### src/rtl/player_hit_detector_if.sv
// Player hit detector bus: frame tick, level enable, object coordinates
// and the hit/retire/immunity outputs.
interface player_hit_detector_if;
  logic       frame_clk;
  logic       enable;
  logic [9:0] Char_X, Char_Y;
  logic [9:0] Monster_X, Monster_Y, Monster_X_2, Monster_Y_2;
  logic [9:0] monster_bullet_X_L, monster_bullet_Y_L;
  logic [9:0] monster_bullet_X_R, monster_bullet_Y_R;
  logic [9:0] monster_bullet_X_U, monster_bullet_Y_U;
  logic [9:0] monster_bullet_X_D, monster_bullet_Y_D;
  logic       hited;
  logic [3:0] bullet_clear;
  logic       invuln;

  // Level side: drives the tick, enable and coordinates, consumes results.
  modport master (
    output frame_clk, enable, Char_X, Char_Y,
           Monster_X, Monster_Y, Monster_X_2, Monster_Y_2,
           monster_bullet_X_L, monster_bullet_Y_L, monster_bullet_X_R, monster_bullet_Y_R,
           monster_bullet_X_U, monster_bullet_Y_U, monster_bullet_X_D, monster_bullet_Y_D,
    input  hited, bullet_clear, invuln
  );

  // Detector side.
  modport slave (
    input  frame_clk, enable, Char_X, Char_Y,
           Monster_X, Monster_Y, Monster_X_2, Monster_Y_2,
           monster_bullet_X_L, monster_bullet_Y_L, monster_bullet_X_R, monster_bullet_Y_R,
           monster_bullet_X_U, monster_bullet_Y_U, monster_bullet_X_D, monster_bullet_Y_D,
    output hited, bullet_clear, invuln
  );
endinterface

### src/rtl/player_hit_detector.sv
// Per-level player hit detector. Once per frame it snapshots the player,
// two monsters and four monster bullets, tests box overlap, emits a single
// hit pulse plus a bullet-retire mask, then stays immune for INVULN_FRAMES.
module player_hit_detector #(
  parameter int CHAR_SIZE     = 16,
  parameter int MONSTER_SIZE  = 16,
  parameter int BULLET_SIZE   = 4,
  parameter int INVULN_FRAMES = 60
) (
  input logic                  Clk,
  input logic                  Reset,
  player_hit_detector_if.slave bus
);
  localparam logic [10:0] CS = 11'(CHAR_SIZE);
  localparam logic [10:0] MS = 11'(MONSTER_SIZE);
  localparam logic [10:0] BS = 11'(BULLET_SIZE);
  localparam logic [7:0]  IF_N = 8'(INVULN_FRAMES);

  typedef enum logic [1:0] {ARMED, CHECK, HIT, INVULN} state_t;

  state_t state;
  logic [7:0] inv_cnt;
  logic       frame_q;
  logic       fe;

  // Snapshot of every box, taken on the frame edge so the check sees one frame.
  logic [9:0]       cx_s, cy_s;
  logic [1:0][9:0]  mx_s, my_s;
  logic [3:0][9:0]  bx_s, by_s;

  logic [1:0][9:0]  mx_in, my_in;
  logic [3:0][9:0]  bx_in, by_in;
  logic [1:0]       mon_hit;
  logic [3:0]       blt_hit;

  assign mx_in = {bus.Monster_X_2, bus.Monster_X};
  assign my_in = {bus.Monster_Y_2, bus.Monster_Y};
  assign bx_in = {bus.monster_bullet_X_D, bus.monster_bullet_X_U,
                  bus.monster_bullet_X_R, bus.monster_bullet_X_L};
  assign by_in = {bus.monster_bullet_Y_D, bus.monster_bullet_Y_U,
                  bus.monster_bullet_Y_R, bus.monster_bullet_Y_L};

  assign fe = bus.frame_clk & ~frame_q;

  // Box overlap at 11 bits so far-edge sums near 1023 cannot wrap.
  // A box parked at (0,0) is an absent object and never overlaps.
  function automatic logic overlap(input logic [9:0] ax, input logic [9:0] ay, input logic [10:0] a,
                                   input logic [9:0] bx, input logic [9:0] by, input logic [10:0] b);
    logic [10:0] ax_e, ay_e, bx_e, by_e;
    logic present;
    ax_e = {1'b0, ax} + a - 11'd1;
    ay_e = {1'b0, ay} + a - 11'd1;
    bx_e = {1'b0, bx} + b - 11'd1;
    by_e = {1'b0, by} + b - 11'd1;
    present = ((ax != 10'd0) || (ay != 10'd0)) && ((bx != 10'd0) || (by != 10'd0));
    overlap = present && ({1'b0, ax} <= bx_e) && ({1'b0, bx} <= ax_e) &&
              ({1'b0, ay} <= by_e) && ({1'b0, by} <= ay_e);
  endfunction

  for (genvar i = 0; i < 2; i++) begin : g_mon
    assign mon_hit[i] = overlap(cx_s, cy_s, CS, mx_s[i], my_s[i], MS);
  end
  for (genvar i = 0; i < 4; i++) begin : g_blt
    assign blt_hit[i] = overlap(cx_s, cy_s, CS, bx_s[i], by_s[i], BS);
  end

  // Frame-driven FSM with registered outputs; disable acts as reset.
  always_ff @(posedge Clk) begin
    if (Reset || !bus.enable) begin
      state            <= ARMED;
      inv_cnt          <= 8'd0;
      frame_q          <= 1'b0;
      cx_s             <= '0;
      cy_s             <= '0;
      mx_s             <= '0;
      my_s             <= '0;
      bx_s             <= '0;
      by_s             <= '0;
      bus.hited        <= 1'b0;
      bus.bullet_clear <= 4'd0;
      bus.invuln       <= 1'b0;
    end else begin
      frame_q <= bus.frame_clk;
      case (state)
        ARMED: if (fe) begin
          cx_s  <= bus.Char_X;
          cy_s  <= bus.Char_Y;
          mx_s  <= mx_in;
          my_s  <= my_in;
          bx_s  <= bx_in;
          by_s  <= by_in;
          state <= CHECK;
        end
        CHECK: begin
          if ((|mon_hit) || (|blt_hit)) begin
            bus.hited        <= 1'b1;
            bus.bullet_clear <= blt_hit;
            state            <= HIT;
          end else begin
            state <= ARMED;
          end
        end
        HIT: begin
          bus.hited        <= 1'b0;
          bus.bullet_clear <= 4'd0;
          bus.invuln       <= 1'b1;
          inv_cnt          <= IF_N;
          state            <= INVULN;
        end
        INVULN: if (fe) begin
          inv_cnt <= inv_cnt - 8'd1;
          if (inv_cnt == 8'd1) begin
            bus.invuln <= 1'b0;
            state      <= ARMED;
          end
        end
        default: state <= ARMED;
      endcase
    end
  end
endmodule

### src/flat_wrapper.sv
// flat-port wrapper written by rule: the top's interface ports become plain ports
module player_hit_detector_flat 
#(
  parameter int CHAR_SIZE     = 16,
  parameter int MONSTER_SIZE  = 16,
  parameter int BULLET_SIZE   = 4,
  parameter int INVULN_FRAMES = 60
)
  (Clk, Reset, bus_frame_clk, bus_enable, bus_Char_X, bus_Char_Y, bus_Monster_X, bus_Monster_Y, bus_Monster_X_2, bus_Monster_Y_2, bus_monster_bullet_X_L, bus_monster_bullet_Y_L, bus_monster_bullet_X_R, bus_monster_bullet_Y_R, bus_monster_bullet_X_U, bus_monster_bullet_Y_U, bus_monster_bullet_X_D, bus_monster_bullet_Y_D, bus_hited, bus_bullet_clear, bus_invuln);
  player_hit_detector_if bus_i ();
  input logic Clk;
  input logic Reset;
  input wire logic [$bits(bus_i.frame_clk)-1:0] bus_frame_clk;
  input wire logic [$bits(bus_i.enable)-1:0] bus_enable;
  input wire logic [$bits(bus_i.Char_X)-1:0] bus_Char_X;
  input wire logic [$bits(bus_i.Char_Y)-1:0] bus_Char_Y;
  input wire logic [$bits(bus_i.Monster_X)-1:0] bus_Monster_X;
  input wire logic [$bits(bus_i.Monster_Y)-1:0] bus_Monster_Y;
  input wire logic [$bits(bus_i.Monster_X_2)-1:0] bus_Monster_X_2;
  input wire logic [$bits(bus_i.Monster_Y_2)-1:0] bus_Monster_Y_2;
  input wire logic [$bits(bus_i.monster_bullet_X_L)-1:0] bus_monster_bullet_X_L;
  input wire logic [$bits(bus_i.monster_bullet_Y_L)-1:0] bus_monster_bullet_Y_L;
  input wire logic [$bits(bus_i.monster_bullet_X_R)-1:0] bus_monster_bullet_X_R;
  input wire logic [$bits(bus_i.monster_bullet_Y_R)-1:0] bus_monster_bullet_Y_R;
  input wire logic [$bits(bus_i.monster_bullet_X_U)-1:0] bus_monster_bullet_X_U;
  input wire logic [$bits(bus_i.monster_bullet_Y_U)-1:0] bus_monster_bullet_Y_U;
  input wire logic [$bits(bus_i.monster_bullet_X_D)-1:0] bus_monster_bullet_X_D;
  input wire logic [$bits(bus_i.monster_bullet_Y_D)-1:0] bus_monster_bullet_Y_D;
  output wire logic [$bits(bus_i.hited)-1:0] bus_hited;
  output wire logic [$bits(bus_i.bullet_clear)-1:0] bus_bullet_clear;
  output wire logic [$bits(bus_i.invuln)-1:0] bus_invuln;
  assign bus_i.frame_clk = bus_frame_clk;
  assign bus_i.enable = bus_enable;
  assign bus_i.Char_X = bus_Char_X;
  assign bus_i.Char_Y = bus_Char_Y;
  assign bus_i.Monster_X = bus_Monster_X;
  assign bus_i.Monster_Y = bus_Monster_Y;
  assign bus_i.Monster_X_2 = bus_Monster_X_2;
  assign bus_i.Monster_Y_2 = bus_Monster_Y_2;
  assign bus_i.monster_bullet_X_L = bus_monster_bullet_X_L;
  assign bus_i.monster_bullet_Y_L = bus_monster_bullet_Y_L;
  assign bus_i.monster_bullet_X_R = bus_monster_bullet_X_R;
  assign bus_i.monster_bullet_Y_R = bus_monster_bullet_Y_R;
  assign bus_i.monster_bullet_X_U = bus_monster_bullet_X_U;
  assign bus_i.monster_bullet_Y_U = bus_monster_bullet_Y_U;
  assign bus_i.monster_bullet_X_D = bus_monster_bullet_X_D;
  assign bus_i.monster_bullet_Y_D = bus_monster_bullet_Y_D;
  assign bus_hited = bus_i.hited;
  assign bus_bullet_clear = bus_i.bullet_clear;
  assign bus_invuln = bus_i.invuln;
  player_hit_detector #(.CHAR_SIZE(CHAR_SIZE), .MONSTER_SIZE(MONSTER_SIZE), .BULLET_SIZE(BULLET_SIZE), .INVULN_FRAMES(INVULN_FRAMES)) u_core (.Clk(Clk), .Reset(Reset), .bus(bus_i));
endmodule
### config.mk
export PLATFORM = sky130hd
export DESIGN_NAME = player_hit_detector_flat
export DESIGN_NICKNAME = d
export VERILOG_FILES = /design/src/rtl/player_hit_detector_if.sv /design/src/rtl/player_hit_detector.sv /design/src/flat_wrapper.sv
export SDC_FILE = /design/constraint.sdc
export NUM_CORES = 1
export LEC_CHECK = 0
export BUFFER_PORTS_ARGS = -buffer_cell sky130_fd_sc_hd__buf_2
export CORE_ASPECT_RATIO = 0.75
export CORE_MARGIN = 3
export CORE_UTILIZATION = 61
export CTS_CLUSTER_DIAMETER = 200
export DETAILED_ROUTE_END_ITERATION = 10
export GPL_ROUTABILITY_DRIVEN = 1
export HOLD_SLACK_MARGIN = 0.08
export PLACE_DENSITY = 0.83
export SLEW_MARGIN = 10
export SYNTH_ARGS = -nofsm -noshare
export SYNTH_HDL_FRONTEND = slang
export SYNTH_SLANG_ARGS = --single-unit
export TNS_END_PERCENT = 1
### constraint.sdc
create_clock -name Clk -period 5.1 [get_ports Clk]
set_clock_uncertainty 0.2 [all_clocks]
set_input_delay 0.765 -clock Clk [delete_from_list [all_inputs] [get_ports Clk]]
set_output_delay 0.765 -clock Clk [all_outputs]
set_load 0.02 [all_outputs]
Word-level counts from Yosys, hierarchy flattened
Index checks and enable logic that the tools add are counted.
{"block": "op_classes", "add_sub_neg": 29, "n_lt_le_gt_ge": 24, "eq_ne": 8, "n_mux": 14, "n_bitwise": 2, "n_reduce_logical": 64}
{"op": "$le 10x11->1", "count": 24}
{"op": "$sub 11x1->11 const B", "count": 14}
{"op": "$reduce_bool 10->1", "count": 14}
{"op": "$add 10x3->11 const B", "count": 8}
{"op": "$add 10x5->11 const B", "count": 6}
{"op": "$logic_and 1x1->1", "count": 30}
{"op": "$pmux 8 s2", "count": 1}
{"op": "$logic_or 1x1->1", "count": 9}
{"op": "$eq 8x1->1 const B", "count": 1}
{"op": "$mux 2", "count": 4}
{"op": "$mux 8", "count": 1}
{"op": "$ne 2x1->1 const B", "count": 4}
{"op": "$pmux 2 s4", "count": 1}
{"op": "$pmux 4 s2", "count": 1}
{"op": "$sub 8x1->8 const B", "count": 1}
{"op": "$reduce_and 2->1", "count": 3}
{"op": "$reduce_and 3->1", "count": 2}
{"op": "$eq 2x2->1 const B", "count": 2}
{"op": "$mux 4", "count": 1}
{"op": "$pmux 1 s2", "count": 2}
{"op": "$reduce_bool 2->1", "count": 2}
{"op": "$reduce_or 4->1", "count": 1}
{"op": "$mux 1", "count": 3}
{"op": "$eq 2x1->1 const B", "count": 1}
{"op": "5 further kinds", "count": 5}
{"block": "totals", "register_bits": 157, "in_bits": 144, "out_inout_bits": 6, "word_cells": 161}

Longest topological paths before layout
{"block": "depth", "ltp_word": 11, "mapped_depth": 16, "depth_no_buf": 15}

Worst setup path after synthesis
Ideal clock, no wire load.
{"block": "synth_timing", "kind": "reg2reg", "startpoint": "reg u_core.cy_s[1]", "endpoint": "reg (tool-made name)", "setup_ns": 0.117, "arrival_time_ns": 3.281, "required_time_ns": 4.783, "setup_slack_ns": 1.502, "stages_incl_launch_ff": 16, "n_path_buf": 1, "synth_period_minus_slack_ns": 3.598, "cell_sequence": "dfxtp_1 inv_1 ha_1 a21oi_1 nand4_1 xor2_1 ha_1 and3_1 and4_1 a21oi_1 o21ai_0 a21oi_1 a211oi_1 or4_1 buf_2 a32o_1"}
{"element": "start, declared", "line": "player_hit_detector.sv:27", "source": "logic [9:0] cx_s, cy_s;"}
{"element": "start signal, assigned", "line": "player_hit_detector.sv:87", "source": "cy_s <= bus.Char_Y;"}

==> flow_metrics.py <==
metrics = {
    "power_and_ir_drop": {
        "vdd_drop_max_v": 0.000351,
        "p_leak_nw": 6.70,
        "pwr-share-clk": 0.364,
        "cellPowerDensity_nw_per_um2": 230,
        "swShare": 0.330,
        "power.switching_mw": 1.14,
        "sequentialPowerShare": 0.391,
        "p_int_mw": 2.33,
        "power_frac_comb": 0.245,
    },
    "final_layout": {
        "final_cells": 2164,
        "antennaDiodeCount": 0,
        "fin_area_sq_um": 15100,
        "syn_to_final_growth_pct": 11.9,
        "final_core_util": 0.704,
        "fillers": 1743,
        "drive_above_1_share": 0.114,
        "nets": 2253,
    },
    "timing": {
        "hold-worst-slack_ps": 276,
        "finalSetupTns_ps": 0,
        "maxSlewViolCount": 0,
        "worst_slew_pin_slew_ps": 1090,
        "max_freq_mhz": 220,
        "finalSetupViolCount": 0,
        "rsz0062_at_grt": "false",
        "slew_headroom": 0.267,
        "min_period_over_period": 0.892,
        "fin_crit_ps": 4550,
        "hold_violations": 0,
    },
    "placed_design": {
        "dp_hpwl_mm": 32.4,
        "dp.cells": 2132,
        "port_buffers": 149,
        "place_area_sq_um": 14500,
        "gp_congestion": 1.02,
    },
    "clocking": {
        "clockRootBuffer": "clkbuf_16",
        "cts_tree": "built",
        "cts_sinks": 157,
        "holdBufCountCts": 0,
        "cts_buffers": 17,
        "clk_latency_ps": 450,
        "clk_pin_slew_ps": 70,
        "cts_setup_buffers": 0,
        "cts_resized": 0,
        "htree_levels": 4,
        "ctsLongestPathBuffers": 2,
    },
    "run_status": {
        "status": "completed",
    },
    "floorplan": {
        "die_h_microns": 135,
        "rows": 46,
        "ioPinCount": 150,
        "dieArea_sq_um": 24000,
        "initial_core_util": 0.629,
        "core-area_sq_um": 21500,
        "die_w_microns": 178,
    },
    "route": {
        "vias": 13900,
        "wirelength_mm": 42.8,
        "drc": 0,
        "first_pass_iters": 5,
        "first_iter_violations": 1393,
        "post_drt_wl_per_cell_microns": 19.8,
        "via_per_inst": 6.42,
        "ant_nets": 0,
    },
    "worst_setup_path": {
        "crit_required_ps": 5230,
        "criticalPathCategory": "reg2reg",
        "crit_arrival_ps": 4690,
        "crit_fanout": 8,
        "critPathLaunchType": "flop",
        "end_kind": "flop",
    },
    "synthesis": {
        "ys_ff_latch": 157,
        "yosysSeqAreaShare": 0.233,
        "synth.largest_area_cell": "dfxtp_1",
        "synth_nets": 2128,
        "ys_async_sr_fraction": 0,
        "synth.avg_cell_area_sq_um": 7.77,
        "synth_top_area_share": 0.233,
        "ys_top_cells_by_area": "dfxtp_1 (23%), ha_1 (23%), nand2_1 (9.9%)",
        "ys_types": 66,
        "yosysWarningCount": 0,
        "synth-edff-count": 0,
        "syn_inst": 1738,
        "synth_ff_type": "dfxtp_1",
        "netlist_area_sq_um": 13500,
    },
    "global_routing": {
        "grt_pass1_vias": 12700,
        "antenna_found_initial": 1,
        "grt_overflow": 0,
        "grt_start_max_net_pins": 95,
        "gr-usage-all-layers": 0.354,
        "grt_pass1_wl_mm": 67.2,
    },
    "run": {
        "max_cap_violations": 0,
    },
    "worst_hold_path": {
        "hp-class": "reg2reg",
    },
}
## cell type report
cell class                      count  area (sq um)  area share
Clock buffer                       21           470      0.0311
Inverter                           55           206      0.0137
Clock inverter                     11           108     0.00712
Sequential cell                   157          3140       0.208
Multi-Input combinational cell   1462          9930       0.657
Timing Repair Buffer              170           903      0.0598
Tap cell                          288           360      0.0238
## worst max-delay path, cell delays in order, from the launching register on
cell and delay (ps):
dfxtp_1 370, inv_1 200, ha_1 320, a21oi_1 190, nand2_1 90, xor2_1 610, ha_1 390, nand4_1 120
nor3_1 70, a211oi_1 500, a22oi_1 160, o2111ai_1 170, o311ai_1 140, or4_1 620, a32o_1 300
## flip-flops by register name, summed over array words and instances, names as in the netlist, named ones only
name	flops
u_core.my_s	20
u_core.mx_s	20
u_core.inv_cnt	8
u_core.frame_q	1
u_core.bus.bullet_clear	4
u_core.bus.hited	1
u_core.bx_s	40
u_core.cy_s	10
u_core.bus.invuln	1
u_core.state	1
u_core.by_s	40
u_core.cx_s	10
## power by group through the flow
stage / clock network [mW] / registers (mW) / logic (mW)
floorplan: 0 / 1.34 / 0.580
global placement: 0 / 1.38 / 0.791
detailed placement: 0 / 1.38 / 0.819
CTS: 1.27 / 1.35 / 0.831
global route: 1.32 / 1.36 / 0.941
finish: 1.26 / 1.36 / 0.850
## synth_stat cells, drive strengths merged, types with 8 or more instances
cell type,instances
inv,54
nor4,19
xnor2,57
and3,23
nor2,57
a21oi,219
nand3,58
or4,8
ha,246
nand2,355
a31oi,12
nand2b,8
o211ai,15
xor2,63
nor3,39
a211oi,16
nand3b,9
a211o,8
o2111ai,12
o21ai,44
nor4b,8
clkbuf,58
a21o,51
dfxtp,157
nand4,39
nor2b,19
## layout by cell type (no fill, tap or decap), drive strengths merged, types with 4 or more instances in the layout
master	Yosys	layout
a21oi	219	219
clkinv	1	6
nor2b	19	19
a2111oi	4	4
xor2	63	63
buf	6	170
o2111ai	12	12
inv	54	57
or4	8	8
dfxtp	157	157
a31oi	12	12
nand2	355	355
and4	6	6
a41oi	4	4
o41ai	4	4
ha	246	246
nor3	39	39
a21o	51	51
o211ai	15	15
nand3b	9	9
xnor2	57	57
nor4b	8	8
nand4	39	39
nand3	58	58
nor4	19	19
a211oi	16	16
a221oi	4	4
o311ai	4	4
nor2	57	57
clkbuf	58	21
a211o	8	8
nand2b	8	8
o21a	5	5
and2	5	5
and3	23	23
o21ai	44	44
o31ai	6	6
## logic make-up after synthesis
kind of cell / Yosys count / share of synthesized area
compound gates: 433 / 0.200
xor+xnor: 120 / 0.0784
fa+ha+maj: 246 / 0.228
buf+inv: 119 / 0.0341
flops: 157 / 0.233
mux: 1 / 0.000741
simple gates: 662 / 0.226
## path summary, 6_finish.rpt
path	to	depth (start not counted)	slack [ps]	start
setup reg to reg	flop	14	550	u_core.cy_s[0]
hold reg to reg	u_core.bus.invuln	2	280	u_core.bus.invuln
setup / recovery	flop	14	550	u_core.cy_s[0]
hold / removal	u_core.bus.invuln	2	280	u_core.bus.invuln
## routing by layer
layer | vias up | track usage | wire length [microns]
met5 | - | 0 | 13
met4 | 2 | 0.133 | 1600
met3 | 148 | 0.0776 | 5180
met2 | 784 | 0.523 | 17800
met1 | 6408 | 0.504 | 18200
li1 | 6545 | - | -
## metrics by stage
stage / power, mW / worst slack [ps]
2_1_floorplan: 1.92 / 1500
5_1_grt: 3.63 / 312
4_1_cts: 3.45 / 700
3_3_place_gp: 2.17 / 893
3_5_place_dp: 2.20 / 742
6_report: 3.47 / 548
Note: power is estimated with default switching activity, not from simulation.
